## config.mk

```make
export PLATFORM = sky130hd
export DESIGN_NAME = lif_neuron
export DESIGN_NICKNAME = d
export VERILOG_FILES = /design/src/rtl/snn_pkg.sv /design/src/rtl/refrac_timer.sv /design/src/rtl/lif_neuron.sv
export SDC_FILE = /design/constraint.sdc
export NUM_CORES = 1
export LEC_CHECK = 0
export ABC_CLOCK_PERIOD_IN_PS = 12700
export BUFFER_PORTS_ARGS = -buffer_cell sky130_fd_sc_hd__buf_2
export CAP_MARGIN = 20
export CORE_MARGIN = 5
export CORE_UTILIZATION = 47
export CTS_CLUSTER_SIZE = 25
export DETAILED_ROUTE_END_ITERATION = 8
export PLACE_DENSITY = 0.75
export SLEW_MARGIN = 20
export SYNTH_ARGS = -nofsm -noshare
export SYNTH_HDL_FRONTEND = slang
export SYNTH_SLANG_ARGS = --single-unit
```

## constraint.sdc

```tcl
create_clock -name clk -period 12.7 [get_ports clk]
set_input_delay 2.54 -clock clk [delete_from_list [all_inputs] [get_ports clk]]
set_output_delay 2.54 -clock clk [all_outputs]
set_load 0.05 [all_outputs]
```

## src/rtl/snn_pkg.sv

```systemverilog
`default_nettype none
// ============================================================================
//  Module      : snn_pkg
//  Description : Shared types and default constants for the spiking-neuron
//                slice: neuron state encoding, default neuron parameters and
//                the spike-counter width.
//  Revision    : 1.0 - initial release
// ============================================================================
package snn_pkg;

    typedef enum logic [0:0] {
        INTEGRATE = 1'b0,
        REFRAC    = 1'b1
    } lif_state_t;

    localparam int DEF_WIDTH         = 8;
    localparam int DEF_THRESHOLD     = 200;
    localparam int DEF_LEAK_SHIFT    = 3;
    localparam int DEF_REFRAC_CYCLES = 4;
    localparam int SPIKE_CNT_W       = 16;

endpackage : snn_pkg
`default_nettype wire

```

## src/rtl/refrac_timer.sv

```systemverilog
`default_nettype none
// ============================================================================
//  Module      : refrac_timer
//  Description : 4-bit loadable down-counter that times the refractory
//                period. Loading takes priority over counting; the counter
//                stops at zero.
//  Ports       : clk, rst_n   - clock / synchronous active-low reset
//                i_load       - load i_load_val this edge
//                i_load_val   - value to load
//                o_active     - counter is non-zero
//                o_done       - counter is 1: the upcoming edge ends the period
//  Revision    : 1.0 - initial release
// ============================================================================
module refrac_timer (
    input  logic       clk,
    input  logic       rst_n,
    input  logic       i_load,
    input  logic [3:0] i_load_val,
    output logic       o_active,
    output logic       o_done
);

    logic [3:0] r_count;

    always_ff @(posedge clk) begin
        if (!rst_n) begin
            r_count <= 4'd0;
        end else if (i_load) begin
            r_count <= i_load_val;
        end else if (r_count != 4'd0) begin
            r_count <= r_count - 4'd1;
        end
    end

    assign o_active = (r_count != 4'd0);
    assign o_done   = (r_count == 4'd1);

endmodule : refrac_timer
`default_nettype wire

```

## src/rtl/lif_neuron.sv

```systemverilog
`default_nettype none
// ============================================================================
//  Module      : lif_neuron
//  Description : Leaky integrate-and-fire neuron. Each cycle the membrane
//                leaks by membrane >> LEAK_SHIFT and, on a pre-synaptic spike,
//                integrates the synaptic weight (saturating, never wrapping).
//                Crossing THRESHOLD emits a one-cycle post spike, reloads the
//                membrane with V_RESET and enters a fixed refractory period.
//  Ports       : clk, rst_n      - clock / synchronous active-low reset
//                i_pre_spike     - pre-synaptic spike
//                i_weight        - unsigned synaptic weight
//                o_post_spike    - registered one-cycle fire pulse
//                o_membrane      - registered membrane potential
//                o_refractory    - neuron is in the refractory state
//                o_spike_count   - saturating count of fires since reset
//  Revision    : 1.0 - initial release
// ============================================================================
module lif_neuron
    import snn_pkg::*;
#(
    parameter int WIDTH         = DEF_WIDTH,
    parameter int THRESHOLD     = DEF_THRESHOLD,
    parameter int LEAK_SHIFT    = DEF_LEAK_SHIFT,
    parameter int REFRAC_CYCLES = DEF_REFRAC_CYCLES,
    parameter int V_RESET       = 0
) (
    input  logic                   clk,
    input  logic                   rst_n,
    input  logic                   i_pre_spike,
    input  logic [WIDTH-1:0]       i_weight,
    output logic                   o_post_spike,
    output logic [WIDTH-1:0]       o_membrane,
    output logic                   o_refractory,
    output logic [SPIKE_CNT_W-1:0] o_spike_count
);

    localparam logic [WIDTH:0]   c_V_MAX     = {1'b0, {WIDTH{1'b1}}};
    localparam logic [WIDTH-1:0] c_THRESHOLD = WIDTH'(THRESHOLD);
    localparam logic [WIDTH-1:0] c_V_RESET   = WIDTH'(V_RESET);
    localparam logic [3:0]       c_REFRAC    = 4'(REFRAC_CYCLES);

    lif_state_t             r_state;
    logic [WIDTH-1:0]       r_membrane;
    logic                   r_post_spike;
    logic [SPIKE_CNT_W-1:0] r_spike_count;

    lif_state_t             w_state_next;
    logic [WIDTH-1:0]       w_membrane_next;
    logic                   w_post_next;
    logic [SPIKE_CNT_W-1:0] w_count_next;
    logic                   w_timer_load;
    logic                   w_timer_active;
    logic                   w_timer_done;

    // Leak/integrate datapath, one bit wider than the membrane. The leak is
    // never larger than the membrane, so the subtraction cannot underflow;
    // only the weight addition can overflow, and that is clamped.
    logic [WIDTH-1:0] w_leak;
    logic [WIDTH:0]   w_sum;
    logic [WIDTH-1:0] w_v_next;

    assign w_leak   = r_membrane >> LEAK_SHIFT;
    assign w_sum    = {1'b0, r_membrane} - {1'b0, w_leak}
                    + (i_pre_spike ? {1'b0, i_weight} : {(WIDTH+1){1'b0}});
    assign w_v_next = (w_sum > c_V_MAX) ? {WIDTH{1'b1}} : w_sum[WIDTH-1:0];

    always_comb begin
        w_state_next    = r_state;
        w_membrane_next = r_membrane;
        w_post_next     = 1'b0;
        w_count_next    = r_spike_count;
        w_timer_load    = 1'b0;

        case (r_state)
            INTEGRATE: begin
                if (w_v_next >= c_THRESHOLD) begin
                    w_membrane_next = c_V_RESET;
                    w_post_next     = 1'b1;
                    if (r_spike_count != {SPIKE_CNT_W{1'b1}}) begin
                        w_count_next = r_spike_count + SPIKE_CNT_W'(1);
                    end
                    // A zero-length refractory period keeps the neuron
                    // integrating, allowing back-to-back fires.
                    if (c_REFRAC != 4'd0) begin
                        w_state_next = REFRAC;
                        w_timer_load = 1'b1;
                    end
                end else begin
                    w_membrane_next = w_v_next;
                end
            end
            REFRAC: begin
                w_membrane_next = c_V_RESET;
                // An idle timer here would mean a lost load; leave rather
                // than lock the neuron up.
                if (w_timer_done || !w_timer_active) begin
                    w_state_next = INTEGRATE;
                end
            end
            default: begin
                w_state_next = INTEGRATE;
            end
        endcase
    end

    always_ff @(posedge clk) begin
        if (!rst_n) begin
            r_state       <= INTEGRATE;
            r_membrane    <= {WIDTH{1'b0}};
            r_post_spike  <= 1'b0;
            r_spike_count <= {SPIKE_CNT_W{1'b0}};
        end else begin
            r_state       <= w_state_next;
            r_membrane    <= w_membrane_next;
            r_post_spike  <= w_post_next;
            r_spike_count <= w_count_next;
        end
    end

    refrac_timer u_refrac_timer (
        .clk        (clk),
        .rst_n      (rst_n),
        .i_load     (w_timer_load),
        .i_load_val (c_REFRAC),
        .o_active   (w_timer_active),
        .o_done     (w_timer_done)
    );

    assign o_post_spike  = r_post_spike;
    assign o_membrane    = r_membrane;
    assign o_refractory  = (r_state == REFRAC);
    assign o_spike_count = r_spike_count;

endmodule : lif_neuron
`default_nettype wire

```

== Word-level counts from Yosys, hierarchy flattened ==
Cells that the tools add are included.

* Add/subtract/negate cells: 4
* $lt $le $gt $ge: 2
* Equality and inequality tests: 2
* Multiplexer cells: 10
* Bitwise gates (word level): 2
* Reductions and logical operators: 6

{| class="wikitable"
|+ Operator list
! cell !! number
|-
| 8-bit two-way mux || 3
|-
| 16-bit by 1-bit adder with 16-bit output (second input constant) || 1
|-
| 16-bit inequality test (second input constant) || 1
|-
| 8-bit case mux with 2 select lines || 1
|-
| 9-bit by 8-bit adder with 9-bit output || 1
|-
| 9-bit by 8-bit greater-than comparator with 1-bit output (second input constant) || 1
|-
| 8-bit by 5-bit subtractor with 9-bit output || 1
|-
| 8-bit >= comparator (second input constant) || 1
|-
| 3-bit two-way mux || 2
|-
| 4-bit by 1-bit equality test with 1-bit output (second input constant) || 1
|-
| 4-bit nonzero test || 1
|-
| 4-bit by 1-bit subtractor with 4-bit output (second input constant) || 1
|-
| 1-bit two-way mux || 3
|-
| 3-bit AND reduction || 1
|-
| 1-bit NOT || 2
|-
| 1-bit case mux with 2 select lines || 1
|-
| 2-bit nonzero test || 1
|-
| 2-bit OR reduction || 1
|-
| 1-bit zero test || 1
|-
| 1-bit logical OR || 1
|}

* Bits in registers: 30
* Input bits: 11
* Output and inout bits: 26
* Word-level logic and storage cells: 32

== Logic depth before layout (Yosys ltp) ==
* Depth in word-level cells: 8
* Depth in mapped cells: 15
* Mapped depth without buffers: 12

== Modules after synthesis ==
A second synthesis with hierarchy kept.

* Cells, all modules: 233
* Area, all modules: 1984.4 sq um

{| class="wikitable"
|+ By module, submodules not included
! module !! times used !! cells an instance !! area each (sq um) !! sequential area each (sq um)
|-
| lif_neuron || 1 || 205 || 1732.9 || 520.5
|-
| refrac_timer || 1 || 28 || 251.5 || 80.1
|}

== Worst setup path before layout ==
No wires, ideal clock.

* Path type: input-to-reg
* From: input i_pre_spike
* To: register r_spike_count[15] (netlist: o_spike_count[15])
* Library setup time: 0.132 ns
* Data arrival time: 5.670 ns
* Required time: 12.568 ns
* Path slack: 6.898 ns
* Stages: 13
* Path buffers: 2
* Path through: clkbuf_1 -> nand2_1 -> fa_1 -> inv_1 -> fa_1 -> a21oi_1 -> o21ai_0 -> o221ai_2 -> or4b_4 -> a21o_1 -> buf_2 -> o41ai_1 -> a21oi_1

* Longest elaborated chain between the ends: 6

{| class="wikitable"
|+ RTL lines
! what !! RTL line !! source
|-
| start: declaration || lif_neuron.sv:29 || <nowiki>input logic i_pre_spike,</nowiki>
|-
| 8-bit two-way mux * || lif_neuron.sv:64 || <nowiki>+ (i_pre_spike ? {1'b0, i_weight} : {(WIDTH+1){1'b0}});</nowiki>
|-
| 9-bit by 8-bit adder with 9-bit output * || lif_neuron.sv:64 ||
|-
| 9-bit by 8-bit greater-than comparator with 1-bit output || lif_neuron.sv:65 || <nowiki>assign w_v_next = (w_sum > c_V_MAX) ? {WIDTH{1'b1}} : w_sum[WIDTH-1:0];</nowiki>
|-
| 8-bit two-way mux * || lif_neuron.sv:65 ||
|-
| 8-bit >= comparator * || lif_neuron.sv:76 || <nowiki>if (w_v_next >= c_THRESHOLD) begin</nowiki>
|-
| 3-bit AND reduction (no line) * || n/a ||
|-
| end signal: assignment || lif_neuron.sv:111 || <nowiki>r_spike_count <= {SPIKE_CNT_W{1'b0}};</nowiki>
|-
| end signal: assignment || lif_neuron.sv:116 || <nowiki>r_spike_count <= w_count_next;</nowiki>
|-
| end: declaration || lif_neuron.sv:45 || <nowiki>logic [SPIKE_CNT_W-1:0] r_spike_count;</nowiki>
|}

Mark *: on every way between the ends. The rest lies on a longest branch, timed or not.
A chain may end at the register's enable or synchronous reset.

== Worst setup path after layout ==
* From: input i_pre_spike
* To: register r_spike_count[1] (netlist: o_spike_count[1])

The elaborated chain is that of the path after synthesis.

==> summary.txt <==
STA
  • Endpoints failing setup: 0
  • Skew final: 3.76 ps
  • Crit path time final: 5870 ps
  • Slew Viols, Final: 0
  • RSZ-0062 raised after global routing: no
  • Final Hold Vio Count: 0
  • Worst-margin pin slew: 747 ps
  • Final Cycle Share: 46.2%
  • Worst rel slew slack: 49.9%
  • Fmax: 170 MHz
  • TNS Setup: 0 ps

Floorplanning
  • Die Area: 0.00580 mm2
  • Die width: 76.2 um
  • Die H: 76.2 um
  • CORE AREA: 0.00429 mm2
  • Initial core utilization: 47.9%
  • # IOs: 37
  • Placement row count: 24

Layout
  • Number of diodes: 0
  • Fillers: 420
  • Area Overhead vs Synth: 14.0%
  • Final instance area: 0.00235 mm2
  • Commonest non-fill, non-tap cell in the layout: buf_2
  • Most frequent cells in the layout: 36 x buf_2, 30 x inv_1, 30 x dfxtp_1
  • Fraction of layout cells with a size suffix above 1: 18.5%
  • Layout Nets: 307

Global routing
  • Largest net degree at the start of global routing: 15
  • Grt total ovfl: 0
  • Vias in the first global route: 1719
  • First-pass GRT wire length: 7750 um
  • Overall Global Routing Usage: 16.1%
  • Antenna violations before repair: 0

Placement
  • Placement Cell Area: 0.00225 mm2
  • RD Place Congestion: 0.804
  • IO buf count: 36
  • Post-detail-place hpwl: 3460 um

Clocking
  • Clk Latency, worst-skew pair: 280 ps
  • Clk root buf: clkbuf_8
  • Clock sinks: 30
  • Post_cts resized: 0
  • Total CTS buffers: 5
  • Cts hold-fix bufs: 0
  • Post-CTS setup repair buffer count: 0
  • TritonCTS clock tree: done
  • H-tree depth: 2
  • Clk buf depth: 2
  • Clock transition at the registers of the reported paths: 60 ps

Critical path
  • Critical Path Source Type: primary input
  • WP data arrival: 6030 ps
  • CP Data Required Time: 12860 ps
  • Crit. End Element: register
  • Kind of critical path: primary input to register
  • Critical Path Fanout Max: 11

Run
  • Max-Cap Viols: 0

Logic synthesis
  • Cells after Synth: 241
  • Seq cells post-synth: 30
  • FFs w/ async S/R, synth: 0%
  • Syn Area/Cell: 8.54 um2
  • Register area share after synthesis: 29.2%
  • Synth top area cells: dfxtp_1 29%, ha_1 9.7%, inv_1 5.5%
  • Netlist cell types: 52
  • Synth Warn #: 0
  • Most used DFF post-synth: dfxtp_1
  • Mapped Area: 0.00206 mm2
  • Top-area cell type share of the netlist area: 29.2%
  • Synth area leader: dfxtp_1
  • Synth Net Count: 273
  • EDFF count, synth: 0

Hold path
  • Hold crit path type: register to register

Routing
  • Drt wl/cell: 13.4 um
  • Met2 routed WL: 2010 um
  • Drt first-iter violations: 95
  • Pre-antenna DRT Iters: 4
  • Max Used Layer: met4
  • Post-DRT Antenna Nets: 0
  • Residual DRC count: 0
  • Routed WL: 4400 um
  • Post-Route M1 WL: 2040 um
  • Via count: 1806
  • Routed vias/inst: 5.51
  • Routed wl met3: 259 um

Outcome
  • Status: finished clean
## per-stage QoR
stage	hold slack [ps]	util, %	cells	worst slack, ps
6_report	500	54.6	328	6830
4_1_cts	498	54.6	328	6860
3_5_place_dp	487	52.5	320	6570
2_1_floorplan	481	-	241	6900
5_1_grt	528	54.6	328	6540
3_3_place_gp	485	52.5	320	6670
## kinds of logic after synthesis
kind of cell	share of synthesized area, %
AOI/OAI and AO/OA	21.1
xor gates and xnor gates	3.83
adders and majority gates	14.6
buffers and inverters	7.84
DFF	29.2
muxes	1.52
and+or+nand+nor	21.9
## per-layer routing
| layer | track usage (%) | vias up |
|---|---|---|
| met3 | 5.91 | 10 |
| met1 | 20.0 | 834 |
| li1 | - | 918 |
| met2 | 25.6 | 44 |
| met4 | 5.42 | 0 |
| met5 | 0 | - |
## Yosys cell counts (6+ instances only)
library cell  instances
dfxtp_1              30
o21a_1               10
nor2_1               16
inv_1                30
or3_1                 6
nand3_1               6
a21oi_1              10
xnor2_1               7
nor3_1                6
nand2_1              20
ha_1                 16
o21ai_0               7
## worst max-delay path, stage by stage
cell     delay, ps
buf_2          150
nand2_1         80
fa_1           470
inv_1           70
fa_1           470
a21oi_1        250
o22a_1         230
mux2_2         340
or2_0          420
o21ai_1        690
mux2i_1        270
nor2_1          50
## path summary, 6_finish.rpt
check                                       start                end  slack [ps]  cells after the start
worst max-delay path                  i_pre_spike   o_spike_count[1]        6830                     12
worst min-delay path            o_spike_count[15]  o_spike_count[15]         500                      2
worst max register to register      o_membrane[4]   o_spike_count[1]        8840                     11
worst min register to register  o_spike_count[15]  o_spike_count[15]         500                      2
## registers in the layout, indices dropped and copies added, names as in the netlist
register                cells
o_membrane                  8
o_post_spike                1
o_refractory                1
o_spike_count              16
u_refrac_timer.r_count      4
## final cells by class
type                    count  area [um2]  area share (%)
clock inverters             1        5.00           0.213
inverters                  30         113            4.80
flip-flops and latches     30         601            25.6
multi-input cells         172        1300            55.3
clock buffers               7        86.3            3.68
repair buffers             36         180            7.68
well taps                  52        65.1            2.77
Power is left out: the tool's default activity adds up to more than one toggle a clock period on the data nets, which glitch-free logic cannot reach.
